## src/rtl/sram_pkg.sv

```systemverilog
`default_nettype none
// ============================================================================
//  Module      : sram_pkg
//  Description : Shared types and helpers for the parametrised 2RW SRAM model:
//                clear-sequencer state encoding, per-lane write merge and
//                parameter legality check.
//  Revision    : 1.0 - initial release
// ============================================================================
package sram_pkg;

    // Clear sequencer states, explicitly one bit wide.
    typedef enum logic [0:0] {
        CLEAR = 1'b0,
        READY = 1'b1
    } clr_state_t;

    // Merge of two masked writes for one bit of a lane. Port 1 has priority
    // wherever both ports enable the lane; otherwise the enabling port's
    // data is taken, and an unenabled lane keeps its stored value.
    function automatic logic merge_bit(
        input logic old_bit,
        input logic en1,
        input logic d1,
        input logic en2,
        input logic d2
    );
        return en1 ? d1 : (en2 ? d2 : old_bit);
    endfunction

    // Legal parameter combinations: whole lanes per word, at least two words.
    function automatic bit params_ok(input int dw, input int mg, input int depth);
        return (mg > 0) && ((dw % mg) == 0) && (depth >= 2);
    endfunction

endpackage
`default_nettype wire

```

## src/rtl/sram_read_pipe.sv

```systemverilog
`default_nettype none
// ============================================================================
//  Module      : sram_read_pipe
//  Description : Per-port read path. Holds the last read word and optionally
//                adds one output register stage for 2-cycle read latency.
//  Revision    : 1.0 - initial release
// ============================================================================
module sram_read_pipe #(
    parameter int DATA_WIDTH = 16,
    parameter int OUT_REG    = 0
) (
    input  logic                  clk,
    input  logic                  rst,
    input  logic                  i_re,
    input  logic [DATA_WIDTH-1:0] i_rdata,
    output logic [DATA_WIDTH-1:0] o_rdata
);

    logic [DATA_WIDTH-1:0] r_hold;

    // Capture the addressed word on a read; keep it otherwise.
    always_ff @(posedge clk) begin
        if (rst) begin
            r_hold <= '0;
        end else if (i_re) begin
            r_hold <= i_rdata;
        end
    end

    generate
        if (OUT_REG != 0) begin : g_out_reg
            logic [DATA_WIDTH-1:0] r_out;

            // Extra register stage trailing the hold register by one edge.
            always_ff @(posedge clk) begin
                if (rst) begin
                    r_out <= '0;
                end else begin
                    r_out <= r_hold;
                end
            end

            assign o_rdata = r_out;
        end else begin : g_no_out_reg
            assign o_rdata = r_hold;
        end
    endgenerate

endmodule
`default_nettype wire

```

## src/rtl/sram_2rw_param.sv

```systemverilog
`default_nettype none
// ============================================================================
//  Module      : sram_2rw_param
//  Description : Parametrised dual-port (2RW) behavioural SRAM with per-lane
//                write masks, optional output register, post-reset clear
//                sequencer and flagged same-address collisions.
//  Revision    : 1.0 - initial release
// ============================================================================
module sram_2rw_param
    import sram_pkg::*;
#(
    parameter int DATA_WIDTH     = 16,
    parameter int DEPTH          = 16,
    parameter int ADDR_WIDTH     = $clog2(DEPTH),
    parameter int MASK_GRAN      = 8,
    parameter int OUT_REG        = 0,
    parameter int CLEAR_ON_RESET = 1
) (
    input  logic                              clock,
    input  logic                              reset,
    input  logic [ADDR_WIDTH-1:0]             A1,
    input  logic [ADDR_WIDTH-1:0]             A2,
    input  logic                              CSB1,
    input  logic                              CSB2,
    input  logic                              WEB1,
    input  logic                              WEB2,
    input  logic                              OEB1,
    input  logic                              OEB2,
    input  logic [DATA_WIDTH/MASK_GRAN-1:0]   M1,
    input  logic [DATA_WIDTH/MASK_GRAN-1:0]   M2,
    input  logic [DATA_WIDTH-1:0]             I1,
    input  logic [DATA_WIDTH-1:0]             I2,
    output logic [DATA_WIDTH-1:0]             O1,
    output logic [DATA_WIDTH-1:0]             O2,
    output logic                              busy,
    output logic                              collision
);

    localparam int                  c_LANES = DATA_WIDTH / MASK_GRAN;
    localparam logic [ADDR_WIDTH:0] c_DEPTH = (ADDR_WIDTH + 1)'(DEPTH);
    localparam logic [ADDR_WIDTH-1:0] c_LAST = ADDR_WIDTH'(DEPTH - 1);

    generate
        if (!params_ok(DATA_WIDTH, MASK_GRAN, DEPTH)) begin : g_param_check
            $error("sram_2rw_param: DATA_WIDTH must be a multiple of MASK_GRAN and DEPTH >= 2");
        end
    endgenerate

    clr_state_t            r_state;
    logic [ADDR_WIDTH-1:0] r_clr_addr;
    logic                  r_collision;
    logic [DATA_WIDTH-1:0] r_mem [DEPTH];

    logic                  w_re1, w_re2, w_we1, w_we2;
    logic                  w_ok1, w_ok2, w_same;
    logic [DATA_WIDTH-1:0] w_bm1, w_bm2;
    logic [DATA_WIDTH-1:0] w_old1, w_old2;
    logic [DATA_WIDTH-1:0] w_new1, w_new2;

    assign busy      = (r_state == CLEAR);
    assign collision = r_collision;

    assign w_re1 = ~CSB1 & ~OEB1 & ~busy;
    assign w_re2 = ~CSB2 & ~OEB2 & ~busy;
    assign w_we1 = ~CSB1 & ~WEB1 & ~busy;
    assign w_we2 = ~CSB2 & ~WEB2 & ~busy;

    // Out-of-range addresses never touch the array and read back as zero.
    assign w_ok1  = ({1'b0, A1} < c_DEPTH);
    assign w_ok2  = ({1'b0, A2} < c_DEPTH);
    assign w_same = (A1 == A2);
    assign w_old1 = w_ok1 ? r_mem[A1] : '0;
    assign w_old2 = w_ok2 ? r_mem[A2] : '0;

    generate
        for (genvar l = 0; l < c_LANES; l++) begin : g_lane
            assign w_bm1[l*MASK_GRAN +: MASK_GRAN] = {MASK_GRAN{M1[l] & w_we1}};
            assign w_bm2[l*MASK_GRAN +: MASK_GRAN] = {MASK_GRAN{M2[l] & w_we2}};
        end

        // Each port's new word folds in the other port's lanes when both hit
        // the same address, so both writers store the identical merged word.
        for (genvar b = 0; b < DATA_WIDTH; b++) begin : g_bit
            assign w_new1[b] = merge_bit(w_old1[b], w_bm1[b], I1[b], w_bm2[b] & w_same, I2[b]);
            assign w_new2[b] = merge_bit(w_old2[b], w_bm1[b] & w_same, I1[b], w_bm2[b], I2[b]);
        end
    endgenerate

    // Array update: zero fill while clearing, otherwise masked port writes.
    always_ff @(posedge clock) begin
        if (!reset && (r_state == CLEAR)) begin
            r_mem[r_clr_addr] <= '0;
        end else begin
            if (w_we1 && w_ok1) begin
                r_mem[A1] <= w_new1;
            end
            if (w_we2 && w_ok2) begin
                r_mem[A2] <= w_new2;
            end
        end
    end

    // Clear sequencer: walks every word once after reset, then idles.
    always_ff @(posedge clock) begin
        if (reset) begin
            r_state    <= (CLEAR_ON_RESET != 0) ? CLEAR : READY;
            r_clr_addr <= '0;
        end else if (r_state == CLEAR) begin
            if (r_clr_addr == c_LAST) begin
                r_state    <= READY;
                r_clr_addr <= '0;
            end else begin
                r_clr_addr <= r_clr_addr + 1'b1;
            end
        end
    end

    // Flag same-address accesses by both ports where at least one writes.
    always_ff @(posedge clock) begin
        if (reset) begin
            r_collision <= 1'b0;
        end else begin
            r_collision <= w_same & (w_we1 | w_we2) & (w_re1 | w_we1) & (w_re2 | w_we2);
        end
    end

    sram_read_pipe #(
        .DATA_WIDTH (DATA_WIDTH),
        .OUT_REG    (OUT_REG)
    ) u_read_pipe1 (
        .clk     (clock),
        .rst     (reset),
        .i_re    (w_re1),
        .i_rdata (w_old1),
        .o_rdata (O1)
    );

    sram_read_pipe #(
        .DATA_WIDTH (DATA_WIDTH),
        .OUT_REG    (OUT_REG)
    ) u_read_pipe2 (
        .clk     (clock),
        .rst     (reset),
        .i_re    (w_re2),
        .i_rdata (w_old2),
        .o_rdata (O2)
    );

endmodule
`default_nettype wire

```

## config.mk

```make
export PLATFORM = sky130hd
export DESIGN_NAME = sram_2rw_param
export DESIGN_NICKNAME = d
export VERILOG_FILES = /design/src/rtl/sram_pkg.sv /design/src/rtl/sram_read_pipe.sv /design/src/rtl/sram_2rw_param.sv
export SDC_FILE = /design/constraint.sdc
export NUM_CORES = 1
export LEC_CHECK = 0
export BUFFER_PORTS_ARGS = -buffer_cell sky130_fd_sc_hd__buf_2
export CORE_MARGIN = 5
export CORE_UTILIZATION = 45
export DETAILED_ROUTE_END_ITERATION = 10
export RECOVER_POWER = 50
export SLEW_MARGIN = 20
export SYNTH_ARGS = -nofsm -noshare
export SYNTH_HDL_FRONTEND = slang
export SYNTH_SLANG_ARGS = --single-unit
```

## constraint.sdc

```tcl
create_clock -name clock -period 4.55 [get_ports clock]
set_clock_uncertainty 0.1 [all_clocks]
set_input_delay 0.2275 -clock clock [delete_from_list [all_inputs] [get_ports clock]]
set_output_delay 0.2275 -clock clock [all_outputs]
set_load 0.05 [all_outputs]
```

## Yosys cells after proc, flatten, opt, wreduce, memory -nomap -nowiden

Memory sizes are Yosys's and may differ from the RTL's.
Cells that the tools add are included.

| word-level totals | value |
|---|---|
| register bits | 38 |
| bits in writable memories | 256 |
| input bits | 52 |
| word-level logic and storage cells | 119 |
| memories | 1 |

Memory list:

| memory | depth | width | rd ports | clocked after memory_dff | wr ports | line | RTL |
|---|---|---|---|---|---|---|---|
| r_mem | 16 | 16 | 2 | 0 | 2 | sram_2rw_param.sv:52 | `logic [DATA_WIDTH-1:0] r_mem [DEPTH];` |

| cells by class | value |
|---|---|
| $add $sub $neg | 1 |
| equality and inequality tests | 2 |
| muxes and demuxes | 78 |
| bitwise gates (word level) | 29 |
| reduce and logical (&&, ||, !) cells | 3 |

Operator list:

| kind | count |
|---|---|
| $mux 1 | 75 |
| $and 1x1->1 | 19 |
| $mux 16 | 1 |
| $reduce_or 16->1 | 1 |
| $mux 4 | 2 |
| $not 1->1 | 7 |
| $add 4x1->4 const B | 1 |
| $eq 4x4->1 | 1 |
| $eq 4x4->1 const B | 1 |
| $or 1x1->1 | 3 |
| $logic_and 1x1->1 | 1 |
| $logic_not 1->1 | 1 |

## Logic depth before layout (Yosys ltp)

Gate-level depths: netlist of the first run.

| logic depth | value |
|---|---|
| word-level depth | 8 |
| depth in mapped cells | 9 |
| mapped depth without buffers | 5 |

## Cells and area by module

A second synthesis of the first run with hierarchy kept.

| unflattened totals | value |
|---|---|
| cells, all modules | 1253 |
| area total of the unflattened synthesis | 17221.5 µm² |

By module, submodules not included:

| module | times used | cells an instance | area an instance (µm²) |
|---|---|---|---|
| sram_2rw_param | 1 | 1149 | 16060.4 |
| sram_read_pipe | 2 | 52 | 580.6 |

## Least setup slack after synthesis of the first run

No wires, ideal clock.

| timing path | value |
|---|---|
| path type | register to register |
| start | register r_state |
| end | memory r_mem[2][0], enable pin |
| library setup time | 411 ps |
| data arrival time | 2724 ps |
| setup slack | 1315 ps |
| cell stages (with the launch flop) | 9 |
| path through | dfxtp_1 -> buf_2 -> inv_2 -> or3_1 -> clkbuf_1 -> nor3b_2 -> nand2_1 -> clkbuf_1 -> o21ai_0 |

RTL lines:

| element | line | RTL |
|---|---|---|
| from (decl) | sram_2rw_param.sv:49 | `clr_state_t r_state;` |
| from (signal assigned) | sram_2rw_param.sv:106 | `r_state <= (CLEAR_ON_RESET != 0) ? CLEAR : READY;` |
| to (decl) | sram_2rw_param.sv:52 |  |

==> results of run 1 <==
## metrics by stage
step / instances / util, % / area (um2) / setup slack [ns]
5_1_grt: 1897 / 51.3 / 19300 / 0.505
4_1_cts: 1897 / 51.6 / 19400 / 1.04
2_1_floorplan: 1283 / - / 17200 / 1.31
6_report: 1897 / 51.3 / 19300 / 0.660
3_3_place_gp: 1838 / 49.0 / 18500 / 1.18
3_5_place_dp: 1838 / 49.0 / 18500 / 1.09
## power breakdown
group          leakage [nW]  internal (mW)  switching, mW
Sequential             2.98           2.92         0.0191
Clock                 0.487           1.33           1.13
Combinational          5.01          0.211          0.370
## cells in the mapped netlist (2+ instances only)
| cell type | number | share of area, % |
|---|---|---|
| sky130_fd_sc_hd__edfxtp_1 | 256 | 45 |
| sky130_fd_sc_hd__mux2i_1 | 252 | 15 |
| sky130_fd_sc_hd__nand2_1 | 101 | 2.2 |
| sky130_fd_sc_hd__mux4_2 | 88 | 12 |
| sky130_fd_sc_hd__mux2_2 | 72 | 4.7 |
| sky130_fd_sc_hd__clkbuf_1 | 61 | 1.3 |
| sky130_fd_sc_hd__a21oi_1 | 48 | 1.4 |
| sky130_fd_sc_hd__a22oi_1 | 41 | 1.8 |
| sky130_fd_sc_hd__dfxtp_1 | 38 | 4.4 |
| sky130_fd_sc_hd__o22ai_1 | 38 | 1.4 |
| sky130_fd_sc_hd__buf_2 | 33 | 0.96 |
| sky130_fd_sc_hd__o21ai_0 | 33 | 0.96 |
| sky130_fd_sc_hd__nor2_1 | 29 | 0.63 |
| sky130_fd_sc_hd__buf_1 | 21 | 0.46 |
| sky130_fd_sc_hd__o31ai_1 | 17 | 0.74 |
| sky130_fd_sc_hd__nand3_1 | 14 | 0.41 |
| sky130_fd_sc_hd__nor3_1 | 13 | 0.38 |
| sky130_fd_sc_hd__a222oi_1 | 10 | 0.58 |
| sky130_fd_sc_hd__or3_1 | 9 | 0.33 |
| sky130_fd_sc_hd__mux2i_2 | 8 | 0.64 |
| sky130_fd_sc_hd__inv_1 | 7 | 0.15 |
| sky130_fd_sc_hd__nand2b_1 | 7 | 0.26 |
| sky130_fd_sc_hd__nor2b_1 | 7 | 0.26 |
| sky130_fd_sc_hd__o32ai_1 | 6 | 0.31 |
| sky130_fd_sc_hd__a221oi_2 | 5 | 0.44 |
| sky130_fd_sc_hd__buf_4 | 5 | 0.22 |
| sky130_fd_sc_hd__buf_6 | 5 | 0.33 |
| sky130_fd_sc_hd__mux4_1 | 5 | 0.77 |
| sky130_fd_sc_hd__o211ai_1 | 5 | 0.22 |
| sky130_fd_sc_hd__xnor2_1 | 5 | 0.26 |
| sky130_fd_sc_hd__a22oi_2 | 4 | 0.29 |
| sky130_fd_sc_hd__a31oi_1 | 4 | 0.15 |
| sky130_fd_sc_hd__and2_1 | 4 | 0.15 |
| sky130_fd_sc_hd__nor3b_1 | 4 | 0.17 |
| sky130_fd_sc_hd__o21bai_1 | 4 | 0.17 |
| sky130_fd_sc_hd__buf_12 | 3 | 0.35 |
| sky130_fd_sc_hd__nor3_2 | 2 | 0.12 |
| sky130_fd_sc_hd__nor3b_2 | 2 | 0.15 |
| sky130_fd_sc_hd__nor4bb_1 | 2 | 0.12 |
| sky130_fd_sc_hd__or2_2 | 2 | 0.073 |
## state kept, by name, indices dropped and copies added (netlist names)
register              flops
collision                 1
r_clr_addr                4
r_mem                   256
r_state                   1
u_read_pipe1.o_rdata     16
u_read_pipe2.o_rdata     16
## metal layers
layer	GRT usage [%]	vias up	wire length, um
met5	0	-	0
met4	12.1	0	3060
met3	7.44	192	7380
met2	45.8	901	28400
met1	39.6	6324	24500
li1	-	5266	-
## layout make-up
cell class              instances  area, um2  area share (%)
clock inverters                18        106           0.550
multi-input cells             853       8160            42.2
clock buffers                  39        850            4.39
repair buffers                174       1100            5.71
well taps                     511        639            3.31
flip-flops and latches        294       8450            43.7
inverters                       8       30.0           0.155
## cells by family after synthesis
family,count (synthesis)
simple gates,202
xor+xnor,5
fa+ha+maj,1
buf+inv,136
compound gates,220
mux,425
flops,294
## worst min-delay path, delay by kind of cell
family | cells | cell delay [ns]
AO/OA/AOI/OAI | 1 | 0.05
buffers and inverters | 1 | 0.17
AND/OR/NAND/NOR | 2 | 0.21
## final timing paths
path / to / startpoint / slack [ns] / cells after the start
hold / removal: u_read_pipe1.o_rdata[15]$_SDFFE_PP0P_ / CSB1 / 0.02 / 4
setup / recovery: r_mem[11][5]$_DFFE_PP_ / r_state$_SDFF_PP0_ / 0.66 / 6
setup reg to reg: r_mem[11][5]$_DFFE_PP_ / r_state$_SDFF_PP0_ / 0.66 / 6
hold reg to reg: u_read_pipe2.o_rdata[3]$_SDFFE_PP0P_ / u_read_pipe2.o_rdata[3]$_SDFFE_PP0P_ / 0.35 / 2
## repair_timing
item | CTS | global route
setup endpoints to repair | 0 | 0
endpoints found under the hold margin | 20 | 0
gates resized for setup | 0 | 0
hold buffers | 2 | 0
==> impl.org, run 1 <==
** STA
- Hold timing on the final database bottoms out at a slack of 0.0199 ns.
- Setup repair after global routing left no endpoint under its margin.
- Subtracting the final worst setup slack from the clock period gives 3.89 ns.
- Final setup fails :: 0
- At the pin with the least slew margin, the transition time is 1.49 ns.
- Count of final max-slew check failures :: 0
- Max Clk Rate :: 257 MHz
- Slew Limit Headroom :: 0.204%
- The count of endpoints failing hold in the final timing report was 0.
- In the final timing run, aggregate negative setup slack is 0 ns.
- Final critical-path share of the clock period :: 85.5%

** Yosys
- Combinational family with the most area after synthesis :: multiplexers
- The share of the Yosys chip area taken by registers is 49.2%.
- Number of enable-type register cells in the synthesized netlist :: 256
- After synthesis, the mean cell area works out to 13.4 um2.
- After technology mapping, the gate count stands at 1283.
- Seq cells post-synth :: 294
- The Yosys step of the flow raised 0 warnings.
- Top FF cell, synth :: sky130_fd_sc_hd__edfxtp_1
- The number of nets handed over by synthesis was 1336.
- Synth Area in Adders :: 0.0729%
- Multiplexer share of the synthesized area :: 32.4%
- Fraction of synthesis flops using an asynchronous set or reset pin :: 0%
- Share of synthesized cell area in and, or, nand and nor gates :: 5.55%
- Summing the areas of all compound-gate instances in the mapped netlist gives 8.72% of the synthesized area.
- In this run, distinct cell masters in the synthesized netlist total 53.
- The cell area that synthesis handed to floorplanning was 17200 um2.
- The synthesized netlist devotes 0.255% of its cell area to XOR and XNOR gates.

** Route
- Routed wire length :: 63.3 mm
- Post-DR wirelength/cell :: 33.4 um
- Routed Antenna Nets :: 0
- DRC viols :: 0
- After detailed routing, the number of vias per cell comes to 6.69.
- In this run, the number of DRC markers left after iteration 0 of detailed routing was 2071.
- TritonRoute pass-1 iters :: 10
- Number of vias after detailed routing :: 12700

** Critical path
- At the worst endpoint, the required time is 4.87 ns.
- The worst setup path is launched from a flop.
- In this design, the stage delay of the slowest critical-path cell is 1.11 ns.
- Critical path buffers and inverters :: 1
- Of all nets on the critical path, the largest fanout is 16.
- Endpoint type of the worst setup path :: flop
- In this design, the largest share of critical-path delay is due to compound AO/OA/AOI/OAI gates.
- Critical path data arrival time :: 4.21 ns
- Among all stages on the critical path, the largest delay is contributed by sky130_fd_sc_hd__a21oi_1.
- The critical path is of the reg2reg type.
- Cell chain of the critical path :: nor3b_2, nand2b_1, a21oi_1, a222oi_1, clkbuf_1, mux2i_2

** Power and ir drop
- PwrDens :: 309 nW/um2
- Overall power consumption after layout is estimated at 5.98 mW.
- Leak pwr :: 8.47 nW
- Maximum vdd ir drop :: 215 uV

** Clock tree
- In this run the number of H-tree levels came out at 1.
- Post-CTS setup buffer count :: 0
- The root buffer cell chosen for the clock tree is sky130_fd_sc_hd__clkbuf_16.
- Clock latency on the worst-skew pair, taken at its later pin, is 0.59 ns.
- TritonCTS clock tree :: built
- Buffers inserted during clock tree synthesis total 31.
- The clock drives 294 sinks.
- Maximum buffer depth of the clock tree :: 3
- After clock tree synthesis, the clock-pin slew on the worst setup and hold paths is 0.06 ns.

** Placement
- The congestion estimate from routability-driven global placement came to 0.915.
- Detail Placement HPWL :: 39.5 mm
- In this run the tool buffered the top-level ports with 85 buffer cells.

** Die
- Once the floorplan was initialized, standard cells occupied 45.6% of the core.
- In this run the core area contains 71 standard-cell rows.
- After floorplanning, the core was sized to cover 37700 um2.
- Die boundary height :: 205 um
- Area of the die :: 42200 um2
- For this design the top-level I/O count stands at 86.
- The die is 205 um wide.

** Worst hold path
- Worst hold-check path type :: in2reg

** Layout
- Most common library cell in the layout ignoring fill and taps :: sky130_fd_sc_hd__edfxtp_1
- The top cell types in the final layout, fill and taps aside, are sky130_fd_sc_hd__edfxtp_1, sky130_fd_sc_hd__mux2i_1, sky130_fd_sc_hd__nand2_1.
- Layout Nets :: 1415
- The number of antenna diodes in the final layout is 0.
- In the final layout, the share of cells above drive strength 1 is 27.7%.
- The filler cells instantiated in the layout total 3287.
- Area growth from synthesis to final layout :: 12.6%

** GRT
- Global Route Usage Sum :: 29.4%
- Via count of the first global-routing pass :: 12400
- Aggregate global routing overflow :: 0
- The number of antenna violations at the first check in global routing came to 0.
- Wire length of the first global-routing pass :: 88.9 mm
- Maximum number of pins on one net before global-route repair :: 108

** Outcome
- Status :: finished with violations
- Violations in the final reports :: capacitance limit

** Run
- MaxCap Viol Count :: 1
Note: power is estimated with default switching activity, not from simulation.
==> run 2: changes to the inputs <==
==> constraint.sdc (replaced) <==
create_clock -name clock -period 3.8 [get_ports clock]
set_clock_uncertainty 0.1 [all_clocks]
set_input_delay 0.19 -clock clock [delete_from_list [all_inputs] [get_ports clock]]
set_output_delay 0.19 -clock clock [all_outputs]
set_load 0.05 [all_outputs]
==> run 2 against run 1 <==
The flow finishes with violations (capacitance limit, slew limit). Via count grew 1.9%. Core utilization rose by 0.71 points. Non-clock buffer count increased by 1. Sequential share of layout area shrank 0.60 points. Worst setup slack got worse by 0.59 ns. First-iteration DRC count shrank 6.6%. Largest cell class unchanged.
==> impl.org, run 2 (synthesized netlist as in run 1, its figures left out) <==
** Clock tree
- CTS buffer count :: 34 (was 31)
- The TritonCTS clock tree was built (unchanged).
- Maximum buffer depth of the clock tree :: 3 (unchanged)
- Num Clock Sinks :: 294 (unchanged)
- Post-CTS setup buffer count :: 0 (unchanged)
- The clock latency of the later-clocked register in the worst-skew pair is 0.54 ns (was 0.59 ns).
- Clk slew on worst S/H paths :: 0.06 ns (about the same)
- The cell at the root of the clock tree was sky130_fd_sc_hd__clkbuf_16 (unchanged).
- The number of levels in the clock H-tree was 2 (was 1).
- The number of resized instances in the post-cts repair step was 0 (unchanged).

** GRT
- Aggregate global routing overflow :: 0 (unchanged)
- The number of antenna violations at the first check in global routing was 2 (was 0).
- Global Route Usage Sum :: 29.9% (was 29.4%)
- Maximum number of pins on one net before global-route repair :: 43 (was 108)
- Met3 usage :: 9.80% (was 7.44%)
- The first-pass GRT wire length came to 91.4 mm (was 88.9 mm).
- The met2 layer usage reported by global route was 42.1% (was 45.8%).
- The layer with the highest usage is met1 (was met2).
- The met1 demand-to-capacity share in global routing is 44.5% (was 39.6%).
- The via count of the first global-routing pass came to 12500 (was 12400).

** Die
- The area enclosed by the die boundary came to 42200 um2 (unchanged).
- # rows :: 71 (unchanged)
- Horizontal extent of the die :: 205 um (unchanged)
- The placeable core region is 37700 um2 (unchanged).
- Die boundary height :: 205 um (unchanged)
- The number of ports placed on the die boundary came to 86 (unchanged).
- The starting density of the core was 45.6% (unchanged).

** Route
- DRC viols :: 0 (unchanged)
- Detailed Route Iter0 Violations :: 1935 (was 2071)
- Via-to-Cell Ratio :: 6.79 (was 6.69)
- The via count was 12900 (was 12700).
- The first-pass detailed-route iteration total is 7 (was 10).
- Post-DR wirelength/cell :: 33.2 um (was 33.4 um)
- Routed wire length :: 63.2 mm (was 63.3 mm)
- Routed Antenna Nets :: 0 (unchanged)

** Worst hold path
- Hold Path Cell Cnt :: 3 (was 4)
- The launch point of the worst hold path was I2[0] (was CSB1).
- The type of the worst min-delay path was in2reg (unchanged).
- Hold Crit Endpoint :: r_mem[3][0]$_DFFE_PP_ (was u_read_pipe1.o_rdata[15]$_SDFFE_PP0P_)

** Placement
- Post-Place Setup Slack :: 0.602 ns (was 1.09 ns)
- Detail Placement HPWL :: 44.3 mm (was 39.5 mm)
- Final weighted congestion in routability-driven placement :: 0.979 (was 0.915)
- The number of I/O port buffers was 85 (unchanged).

** Critical path
- The largest fanout on the critical path came to 16 (unchanged).
- The cell depth of the worst flop-to-flop path is 5 (was 6).
- The arrival time of the worst setup path is 3.99 ns (was 4.21 ns).
- The reg-to-reg startpoint is r_state$_SDFF_PP0_ (unchanged).
- Worst Path Required :: 4.06 ns (was 4.87 ns)
- The delay of the slowest cell on the worst path came to 1.44 ns (was 1.11 ns).
- The category of the worst setup path launch point was a flop (unchanged).
- Register-to-register setup slack :: 0.07 ns (was 0.66 ns)
- The sort of element at the end of the critical path was a flop (unchanged).
- Cell chain of the critical path: or3b_2, a211oi_1, a222oi_1, clkbuf_2, mux2i_1 (was nor3b_2, nand2b_1, a21oi_1, a222oi_1, clkbuf_1, mux2i_2).
- The worst setup path category is reg2reg (unchanged).
- Worst reg2reg path endpoint :: r_mem[0][12]$_DFFE_PP_ (was r_mem[11][5]$_DFFE_PP_)
- Standard cell with the maximum stage delay on the critical path :: sky130_fd_sc_hd__a211oi_1 (was sky130_fd_sc_hd__a21oi_1)

** Outcome
- Status: finished with violations (unchanged).
- Violations in the final reports :: capacitance limit, slew limit (was capacitance limit)

** Layout
- Number of fill cells :: 3259 (was 3287)
- Most common library cell in the layout ignoring fill and taps :: sky130_fd_sc_hd__edfxtp_1 (unchanged)
- The diode insertion count for antenna repair was 0 (unchanged).
- The number of flip-flops under the largest register name is 256 (unchanged).
- Layout Nets :: 1419 (was 1415)
- Largest register by flop count :: r_mem (unchanged)
- Most frequent cells in the layout :: sky130_fd_sc_hd__edfxtp_1, sky130_fd_sc_hd__mux2i_1, sky130_fd_sc_hd__nand2_1 (unchanged)
- Area growth from synthesis to final layout :: 14.2% (was 12.6%)
- The share of layout cells above drive strength 1 was 28.3% (was 27.7%).

** STA
- Transition time of the tightest slew-check pin :: 1.82 ns (was 1.49 ns)
- Final setup fails :: 0 (unchanged)
- The worst setup slack after layout was 0.0690 ns (was 0.660 ns).
- The final count of pins violating max slew came to 26 (was 0).
- The share of the clock period used by the worst path after layout is 98.2% (was 85.5%).
- The total negative slack for setup checks is 0 ns (unchanged).
- Min Clock Period, post-route :: 3.73 ns (was 3.89 ns)
- Final hold violation count :: 0 (unchanged)
- The remaining max-slew budget at the tightest pin came to -22.0% (was 0.204%).
- Max Clk Rate :: 268 MHz (was 257 MHz)
- RSZ-0062 raised after global routing: no (unchanged).

** Power and ir drop
- The leakage component of the power was 8.59 nW (was 8.47 nW).
- The highest ir drop seen on vdd came to 221 uV (was 215 uV).
- The total power density per cell area is 401 nW/um2 (was 309 nW/um2).

** Run
- MaxCap Viol Count :: 2 (was 1)
==> run 2: repair_timing <==
| item | CTS | global route |
|---|---|---|
| endpoints found under the hold margin | 18 | 0 |
| endpoints found under the setup margin | 0 | 0 |
| hold buffers | 2 | 0 |
==> run 2: per-stage QoR <==
stage	hold WS, ns	cells	area, um2	power (mW)	util (%)
after global routing	0.0546	1902	19600	8.07	52.0
after global placement	0.336	1838	18400	4.28	48.9
after floorplan	0.312	1283	17200	4.01	-
final	0.0225	1902	19600	7.86	52.0
after detailed placement	0.341	1839	18500	4.29	49.1
after CTS	0.00200	1902	19700	7.87	52.4
==> run 2: layer usage <==
metal  vias up  wire length [um]
met5         -                13
met4         2              1910
met3       137              9170
met2      1017             26500
met1      6480             25600
li1       5283                 -
==> run 2: cell type report <==
class / instances / area [um2] / share of cell area (%)
Clock buffer: 45 / 983 / 5.02
Inverter: 8 / 30.0 / 0.153
Sequential cell: 294 / 8450 / 43.1
Timing Repair Buffer: 175 / 1080 / 5.51
Clock inverter: 16 / 254 / 1.30
Tap cell: 511 / 639 / 3.26
Multi-Input combinational cell: 853 / 8170 / 41.7
==> run 2: critical path, delay by kind of cell (launching register included) <==
kind	cells	cell delay, ns
buffers and inverters	1	0.42
muxes	1	0.25
AOI/OAI and AO/OA	2	1.67
DFF	1	0.58
and+or+nand+nor	1	0.54
==> run 2: worst max path at each step <==
stage | start | slack [ns] | endpoint | cells past startpoint
final | r_state$_SDFF_PP0_ | 0.07 | r_mem[0][12]$_DFFE_PP_ | 5
after CTS | r_state$_SDFF_PP0_ | 0.63 | r_mem[4][1]$_DFFE_PP_ | 4
after global placement | r_state$_SDFF_PP0_ | 0.53 | r_mem[11][12]$_DFFE_PP_ | 4
after global routing | r_state$_SDFF_PP0_ | 0.17 | r_mem[10][12]$_DFFE_PP_ | 5
after detailed placement | r_state$_SDFF_PP0_ | 0.60 | r_mem[0][2]$_DFFE_PP_ | 6
after floorplan | r_state$_SDFF_PP0_ | 0.56 | r_mem[2][0]$_DFFE_PP_ | 8
==> run 2: power breakdown <==
part           switching [mW]  leakage, nW  internal [mW]
Sequential             0.0256         2.98           3.50
Clock                    1.38        0.606           2.24
Combinational           0.456         5.01          0.259
Total                    1.86         8.59           6.00
